===== src/rtl/corr_search_ctrl.sv =====
// corr_search_ctrl: walks a rectangular window of candidate start positions
// in raster order (X inner), launches the correlation scorer at each one and
// keeps the highest score together with the position where it first occurred.
//
// Scorer handshake (pulse protocol, no backpressure): oCorrStart is a
// one-cycle pulse issued while oXstart/oYstart already hold the candidate; the
// scorer answers with a one-cycle iCorrDone carrying iCorrScore in that same
// cycle. Only a done seen in WAIT is accepted; any other done is dropped.
// iStart is a one-cycle request honoured only in IDLE; oDone is a one-cycle
// completion pulse.
module corr_search_ctrl #(
  parameter int X_MIN   = 0,
  parameter int X_MAX   = 640,
  parameter int Y_MIN   = 0,
  parameter int Y_MAX   = 480,
  parameter int X_STEP  = 1,
  parameter int Y_STEP  = 1,
  parameter int TIMEOUT = 1048575
) (
  input  logic        iCLK,
  input  logic        iRST_N,
  input  logic        iStart,
  output logic        oBusy,
  output logic        oDone,
  output logic [12:0] oXstart,
  output logic [12:0] oYstart,
  output logic        oCorrStart,
  input  logic        iCorrDone,
  input  logic [31:0] iCorrScore,
  output logic [31:0] oBestScore,
  output logic [12:0] oBestX,
  output logic [12:0] oBestY,
  output logic        oTimeout,
  output logic [2:0]  oDbgState
);

  typedef enum logic [2:0] {
    S_IDLE    = 3'd0,
    S_LAUNCH  = 3'd1,
    S_WAIT    = 3'd2,
    S_EVAL    = 3'd3,
    S_ADVANCE = 3'd4,
    S_FINISH  = 3'd5
  } state_t;

  localparam int CW = $clog2(TIMEOUT + 1);

  localparam logic [12:0]   X_MIN_C  = 13'(X_MIN);
  localparam logic [12:0]   Y_MIN_C  = 13'(Y_MIN);
  // Wide (14-bit) bounds so a step past 8191 cannot wrap back into range.
  localparam logic [13:0]   X_MAX_W  = 14'(X_MAX);
  localparam logic [13:0]   Y_MAX_W  = 14'(Y_MAX);
  localparam logic [13:0]   X_STEP_W = 14'(X_STEP);
  localparam logic [13:0]   Y_STEP_W = 14'(Y_STEP);
  localparam logic [CW-1:0] TMO_C    = CW'(TIMEOUT);

  state_t        state_q;
  logic          busy_q;
  logic          done_q;
  logic          corr_start_q;
  logic [12:0]   x_q;
  logic [12:0]   y_q;
  logic [31:0]   score_q;
  logic [31:0]   best_q;
  logic [12:0]   best_x_q;
  logic [12:0]   best_y_q;
  logic          tmo_q;
  logic [CW-1:0] cnt_q;

  logic [13:0]   x_sum_d;
  logic [13:0]   y_sum_d;

  // Candidate next positions, widened by one bit for the range test.
  always_comb begin
    x_sum_d = {1'b0, x_q} + X_STEP_W;
    y_sum_d = {1'b0, y_q} + Y_STEP_W;
  end

  // Sweep FSM with all outputs registered.
  always_ff @(posedge iCLK) begin
    if (!iRST_N) begin
      state_q      <= S_IDLE;
      busy_q       <= 1'b0;
      done_q       <= 1'b0;
      corr_start_q <= 1'b0;
      x_q          <= '0;
      y_q          <= '0;
      score_q      <= '0;
      best_q       <= '0;
      best_x_q     <= '0;
      best_y_q     <= '0;
      tmo_q        <= 1'b0;
      cnt_q        <= '0;
    end else begin
      case (state_q)
        S_IDLE: begin
          if (iStart) begin
            x_q          <= X_MIN_C;
            y_q          <= Y_MIN_C;
            best_q       <= '0;
            best_x_q     <= X_MIN_C;
            best_y_q     <= Y_MIN_C;
            tmo_q        <= 1'b0;
            busy_q       <= 1'b1;
            corr_start_q <= 1'b1;
            state_q      <= S_LAUNCH;
          end
        end
        S_LAUNCH: begin
          corr_start_q <= 1'b0;
          cnt_q        <= '0;
          state_q      <= S_WAIT;
        end
        S_WAIT: begin
          // A real answer wins over a timeout landing in the same cycle.
          if (iCorrDone) begin
            score_q <= iCorrScore;
            state_q <= S_EVAL;
          end else if (cnt_q == TMO_C) begin
            score_q <= '0;
            tmo_q   <= 1'b1;
            state_q <= S_EVAL;
          end else begin
            cnt_q <= cnt_q + CW'(1);
          end
        end
        S_EVAL: begin
          // Strictly greater: ties keep the earliest position.
          if (score_q > best_q) begin
            best_q   <= score_q;
            best_x_q <= x_q;
            best_y_q <= y_q;
          end
          state_q <= S_ADVANCE;
        end
        S_ADVANCE: begin
          if (x_sum_d <= X_MAX_W) begin
            x_q          <= x_sum_d[12:0];
            corr_start_q <= 1'b1;
            state_q      <= S_LAUNCH;
          end else if (y_sum_d <= Y_MAX_W) begin
            x_q          <= X_MIN_C;
            y_q          <= y_sum_d[12:0];
            corr_start_q <= 1'b1;
            state_q      <= S_LAUNCH;
          end else begin
            done_q  <= 1'b1;
            busy_q  <= 1'b0;
            state_q <= S_FINISH;
          end
        end
        S_FINISH: begin
          done_q  <= 1'b0;
          state_q <= S_IDLE;
        end
        default: begin
          state_q <= S_IDLE;
        end
      endcase
    end
  end

  assign oBusy      = busy_q;
  assign oDone      = done_q;
  assign oXstart    = x_q;
  assign oYstart    = y_q;
  assign oCorrStart = corr_start_q;
  assign oBestScore = best_q;
  assign oBestX     = best_x_q;
  assign oBestY     = best_y_q;
  assign oTimeout   = tmo_q;
  assign oDbgState  = state_q;

endmodule


===== config.mk =====
export PLATFORM = sky130hd
export DESIGN_NAME = corr_search_ctrl
export DESIGN_NICKNAME = d
export VERILOG_FILES = /design/src/rtl/corr_search_ctrl.sv
export SDC_FILE = /design/constraint.sdc
export NUM_CORES = 1
export LEC_CHECK = 0
export BUFFER_PORTS_ARGS = -buffer_cell sky130_fd_sc_hd__buf_2
export CAP_MARGIN = 0
export CORE_MARGIN = 2
export CORE_UTILIZATION = 50
export CTS_CLUSTER_DIAMETER = 150
export DETAILED_ROUTE_END_ITERATION = 8
export PLACE_DENSITY = 0.78
export SLEW_MARGIN = 20
export SYNTH_ARGS = -nofsm -noshare
export SYNTH_HDL_FRONTEND = slang
export SYNTH_SLANG_ARGS = --single-unit
export TNS_END_PERCENT = 1

===== constraint.sdc =====
create_clock -name iCLK -period 2.55 [get_ports iCLK]
set_input_delay 0.51 -clock iCLK [delete_from_list [all_inputs] [get_ports iCLK]]
set_output_delay 0.51 -clock iCLK [all_outputs]
set_load 0.05 [all_outputs]

* Word level (Yosys, flattened, before mapping)
Cells that the tools add are included.
Storage, ports and cells: register bits after elaboration 143, bits in latches 0, RAM bits 0, ROM bits 0, bits of input ports 36, output and inout port bits 91, word-level logic and storage cells 91, memories kept 0
Cells by class: $add $sub $neg 3, $mul 0, div/mod/pow operators 0, $lt $le $gt $ge 3, eq/ne operators 16, shift-type cells 0, mux-type cells 39, bitwise operators 0, reductions and logical operators 18
Operator list (count):
- two-way mux 32 bit | 4
- case mux 13 bit (2 select lines) | 4
- two-way mux 13 bit | 7
- case mux 32 bit (2 select lines) | 1
- two-way mux 20 bit | 2
- case mux 20 bit (2 select lines) | 1
- greater-than comparator 32 bit | 1
- adder 13 x 1 -> 14 bit, second input constant | 2
- adder 20 x 1 -> 20 bit, second input constant | 1
- == test 20 bit, second input constant | 1
- inequality test 2 bit, second input constant | 8
- two-way mux 3 bit | 5
- case mux 3 bit (5 select lines) | 1
- AND reduction 3 bit | 5
- <= comparator 14 x 10 -> 1 bit, second input constant | 1
- <= comparator 14 x 9 -> 1 bit, second input constant | 1
- AND reduction 4 bit | 3
- nonzero test 2 bit | 6
- two-way mux 1 bit | 10
- == test 3 x 2 -> 1 bit, second input constant | 2
- == test 3 bit, second input constant | 2
- inequality test 3 bit, second input constant | 2
- case mux 1 bit (2 select lines) | 3
- AND reduction 2 bit | 2
- other kinds (4) | 4

* Longest topological paths before layout
word-level depth 5, depth in mapped cells 11, mapped depth without buffers 9

* Worst setup path after synthesis
OpenSTA, ideal clock, no wires.
path type register -> register, start point register x_q[0] (netlist: oXstart[0]), end point register y_q[0] (netlist: oYstart[0]), setup time 0.072 ns, arrival time 2.853 ns, required time 2.478 ns, setup slack -0.374 ns, stages on the path, launching flop included 10, path buffers 1, period minus slack after synthesis 2.924 ns, cell sequence dfxtp_1 -> ha_1 -> nand2_1 -> or4_1 -> mux2i_1 -> nand3_1 -> or2_4 -> o21ai_2 -> buf_6 -> mux2i_1
On the way: longest elaborated chain between the ends 4
Ends and longest elaborated chain:
- start: declaration | line 61 | logic [12:0] x_q;
- start signal: assignment | line 138 | x_q <= x_sum_d[12:0];
- adder 13 x 1 -> 14 bit | line 75 | x_sum_d = {1'b0, x_q} + X_STEP_W;
- <= comparator 14 x 10 -> 1 bit | line 137 | if (x_sum_d <= X_MAX_W) begin
- inequality test 2 bit (no source line)
- AND reduction 4 bit (no source line)
- end signal: assignment | line 143 | y_q <= y_sum_d[12:0];
- end: declaration | line 62 | logic [12:0] y_q;
No other way between the ends. A chain may end at the register's enable or synchronous reset.

* Worst setup path in the final report
start point register best_q[29] (netlist: oBestScore[29]), end point register best_q[1] (netlist: oBestScore[1])
On the way: longest elaborated chain between the ends 3
Ends and longest elaborated chain:
- start: declaration | line 64 | logic [31:0] best_q;
- start signal: assignment | line 130 | best_q <= score_q;
- greater-than comparator 32 bit | line 129 | if (score_q > best_q) begin
- inequality test 2 bit (no source line)
- AND reduction 3 bit (no source line)
No other way between the ends.

==> impl_metrics.ini <==
[cts]
cts_setup_buffers = 0
clk_pin_slew_worst_paths_ps = 60
clk_path_buf_depth = 2
cts_sinks = 143
clock_latency_ps = 430
cts_tree = done
numCtsBuffers = 17
htree_levels = 4
root_buffer = clkbuf_16

[yosys]
ys_top_cells_by_count = nand2_1 (151), dfxtp_1 (143), mux2i_1 (64)
synth_top_area_frac = 0.414
synthArstFlopShare = 0
synth_area_leader_cell = dfxtp_1
syn_area_per_cell_um2 = 8.73
synth_nets = 865
post-synth-top-count-cell = nand2_1
ys_warn_count = 0
synth_area_um2 = 6920
syn_inst = 792
synthFlopType = dfxtp_1
synth_area_leaders = dfxtp_1 (41%), mux2i_1 (9.3%), nand2_1 (8.2%), ha_1 (6.7%), a22o_1 (4.1%)
synth_seq_cells = 143
synth_edf_count = 0
synthDistinctLibCells = 63
ys_seq_area_frac = 0.414

[drt]
vias = 6193
drt-initial-drc-count = 485
firstDrtPassIters = 6
wl_um = 17600
remaining_drc_errors = 0
wl_met3_um = 1000
postRouteAntennaNets = 0
wl_per_cell_um = 15.9
drt-met1-wl_um = 8010
dr.max_layer_used = met5
viasPerCell = 5.58
wl_met2_um = 8250

[cells_and_area]
syn_to_final_growth_pct = 25.3
drive_gt1_frac = 0.250
instances_no_fill = 1109
n_antenna_cell = 0
fin_nets = 994

[run]
maxCapViolCount = 0

[critical_path]
path_class = flip-flop to flip-flop
max_stage_delay_ps = 360
critPathLaunchType = flip-flop
cp_slowest_cell = a222oi_1
endpoint_kind = flip-flop
arrival_ps = 2790
path_max_fanout = 21
required_ps = 2860
path_buf_inv = 3
cp_cell_sequence = inv_1 -> ha_1 -> a21o_1 -> a21o_1 -> a222oi_1 -> nor4bb_2 -> buf_4 -> a31oi_4 -> clkbuf_16 -> mux2i_1
critPathMostFrequentCell = a21o_1
cp_top_family = compound AO/OA/AOI/OAI gates

[floorplan]
dieArea_um2 = 14800
rows = 42
start_util = 0.516
core_area_um2 = 13400
die_h_um = 122
io_pins = 127
fp.dieW_um = 122

[pwr]
powerDensity_nw_per_um2 = 677
ir_drop_mv = 0.628
p_leak_uw = 0.00366

[sta]
worst_slew_pin_slew_ps = 900
period_minus_slack_ps = 2490
finalCritPeriodShare = 0.976
hold_viol = 0
timing.final.ws_setup_ps = 61.7
fmax_mhz = 402
slew_headroom = 0.396
setup_viol = 0
slew_violations = 0
final.setup_skew_ps = 12.9
rsz0062_at_grt = true

[global_route]
grt_pass1_wl_um = 28200
first_global_vias = 5727
grt_max_degree = 69
antenna_found_initial = 1
grt_usage = 0.238
overflow = 0

[min_path]
hold_class = input pin to flip-flop

[placed_design]
dp.cells = 1077
pre_cts_slack_ps = 63.1
io_buffers = 126
hpwl_um = 11500
gp_congestion = 0.881

[status]
status = complete, no violations
layout by cell type, fill, tap and decap left out, types with 3 or more instances in the layout:
cell / netlist / layout
a22o_1: 32 / 32
o21ai_0: 19 / 19
o21ai_1: 7 / 7
nor4_1: 6 / 6
dfxtp_1: 143 / 117
nand2b_1: 8 / 8
and3_1: 13 / 13
ha_1: 37 / 36
a21o_1: 10 / 10
nand4b_1: 5 / 5
xnor2_1: 12 / 12
and4_1: 4 / 4
o311ai_1: 5 / 5
nand3_1: 24 / 24
nand2_1: 151 / 150
dfxtp_4: 0 / 5
inv_1: 37 / 37
clkbuf_16: 0 / 20
a31oi_1: 8 / 7
nor2_1: 44 / 42
nand4_1: 16 / 16
buf_2: 8 / 125
bufinv_16: 0 / 6
xor2_1: 8 / 8
nor2b_1: 5 / 5
or3_1: 5 / 5
buf_4: 0 / 26
nor3b_1: 3 / 3
buf_12: 0 / 3
mux2i_1: 64 / 64
nor3_1: 20 / 20
a21oi_1: 17 / 17
dfxtp_2: 0 / 21
per-stage QoR:
| stage | setup TNS [ps] | power (uW) | cell area [um2] | hold WS, ps | util |
|---|---|---|---|---|---|
| CTS | 0 | 5870 | 8610 | 279 | 0.642 |
| global placement | 0 | 2920 | 7900 | 434 | 0.589 |
| global route | -2570 | 6060 | 8670 | 280 | 0.647 |
| finish | 0 | 5860 | 8670 | 292 | 0.647 |
| floorplan | -3670 | 2750 | 6970 | 448 | - |
| detailed placement | 0 | 2930 | 7900 | 446 | 0.589 |
logic make-up (layout without fill, tap and decap cells):
family | count (synthesis) | count (layout) | share of synthesized area
buf+inv | 84 | 225 | 0.0492
fa+ha+maj | 37 | 37 | 0.0669
flops | 143 | 143 | 0.414
mux | 64 | 64 | 0.0926
compound gates | 124 | 124 | 0.131
simple gates | 320 | 320 | 0.221
xor+xnor | 20 | 20 | 0.0253
repair_timing:
item	CTS	global route
resized for setup	0	9
endpoints found under the setup margin	0	55
hold buffers	0	0
flip-flops by register name, indices dropped and copies added, names as in the netlist:
signal      count
oYstart        13
oBestY         13
oDone           1
oBestX         13
oTimeout        1
oDbgState       3
score_q        32
oCorrStart      1
oBusy           1
cnt_q          20
oXstart        13
oBestScore     32
where the power goes:
| group | internal [uW] | total, uW | switching (uW) |
|---|---|---|---|
| Sequential | 2260 | 2290 | 32.2 |
| Clock | 2000 | 2950 | 944 |
| Combinational | 252 | 624 | 372 |
| Total | 4520 | 5860 | 1350 |
layout make-up:
class                   count  area (um2)
flip-flops and latches    143        2910
repair buffers            157         928
inverters                  37         139
well taps                 176         220
fillers                  1097        4730
clock inverters             8         198
clock buffers              23         510
multi-input cells         565        3760
worst register-to-register path, cell delays in order (launching register included):
cell and delay, ps:
dfxtp_2 330, inv_1 40, ha_1 290, a21o_1 180, a21o_1 170, a222oi_1 360
nor4bb_2 300, buf_4 170, a31oi_4 130, clkbuf_16 270, mux2i_1 140
per-layer routing:
metal  vias up  GRT usage
met5         -          0
met4         2     0.0819
met3        27     0.0585
met2       193      0.390
met1      2918      0.309
li1       3053          -
worst paths after layout:
path	from	to	slack, ps	depth (start not counted)
worst min register to register	oBestX[1]	oBestX[1]	460	2
worst max-delay path	oBestScore[29]	oBestScore[1]	60	10
worst max register to register	oBestScore[29]	oBestScore[1]	60	10
worst min-delay path	iCorrScore[20]	score_q[20]	290	2
(Power assumes the default switching activity.)
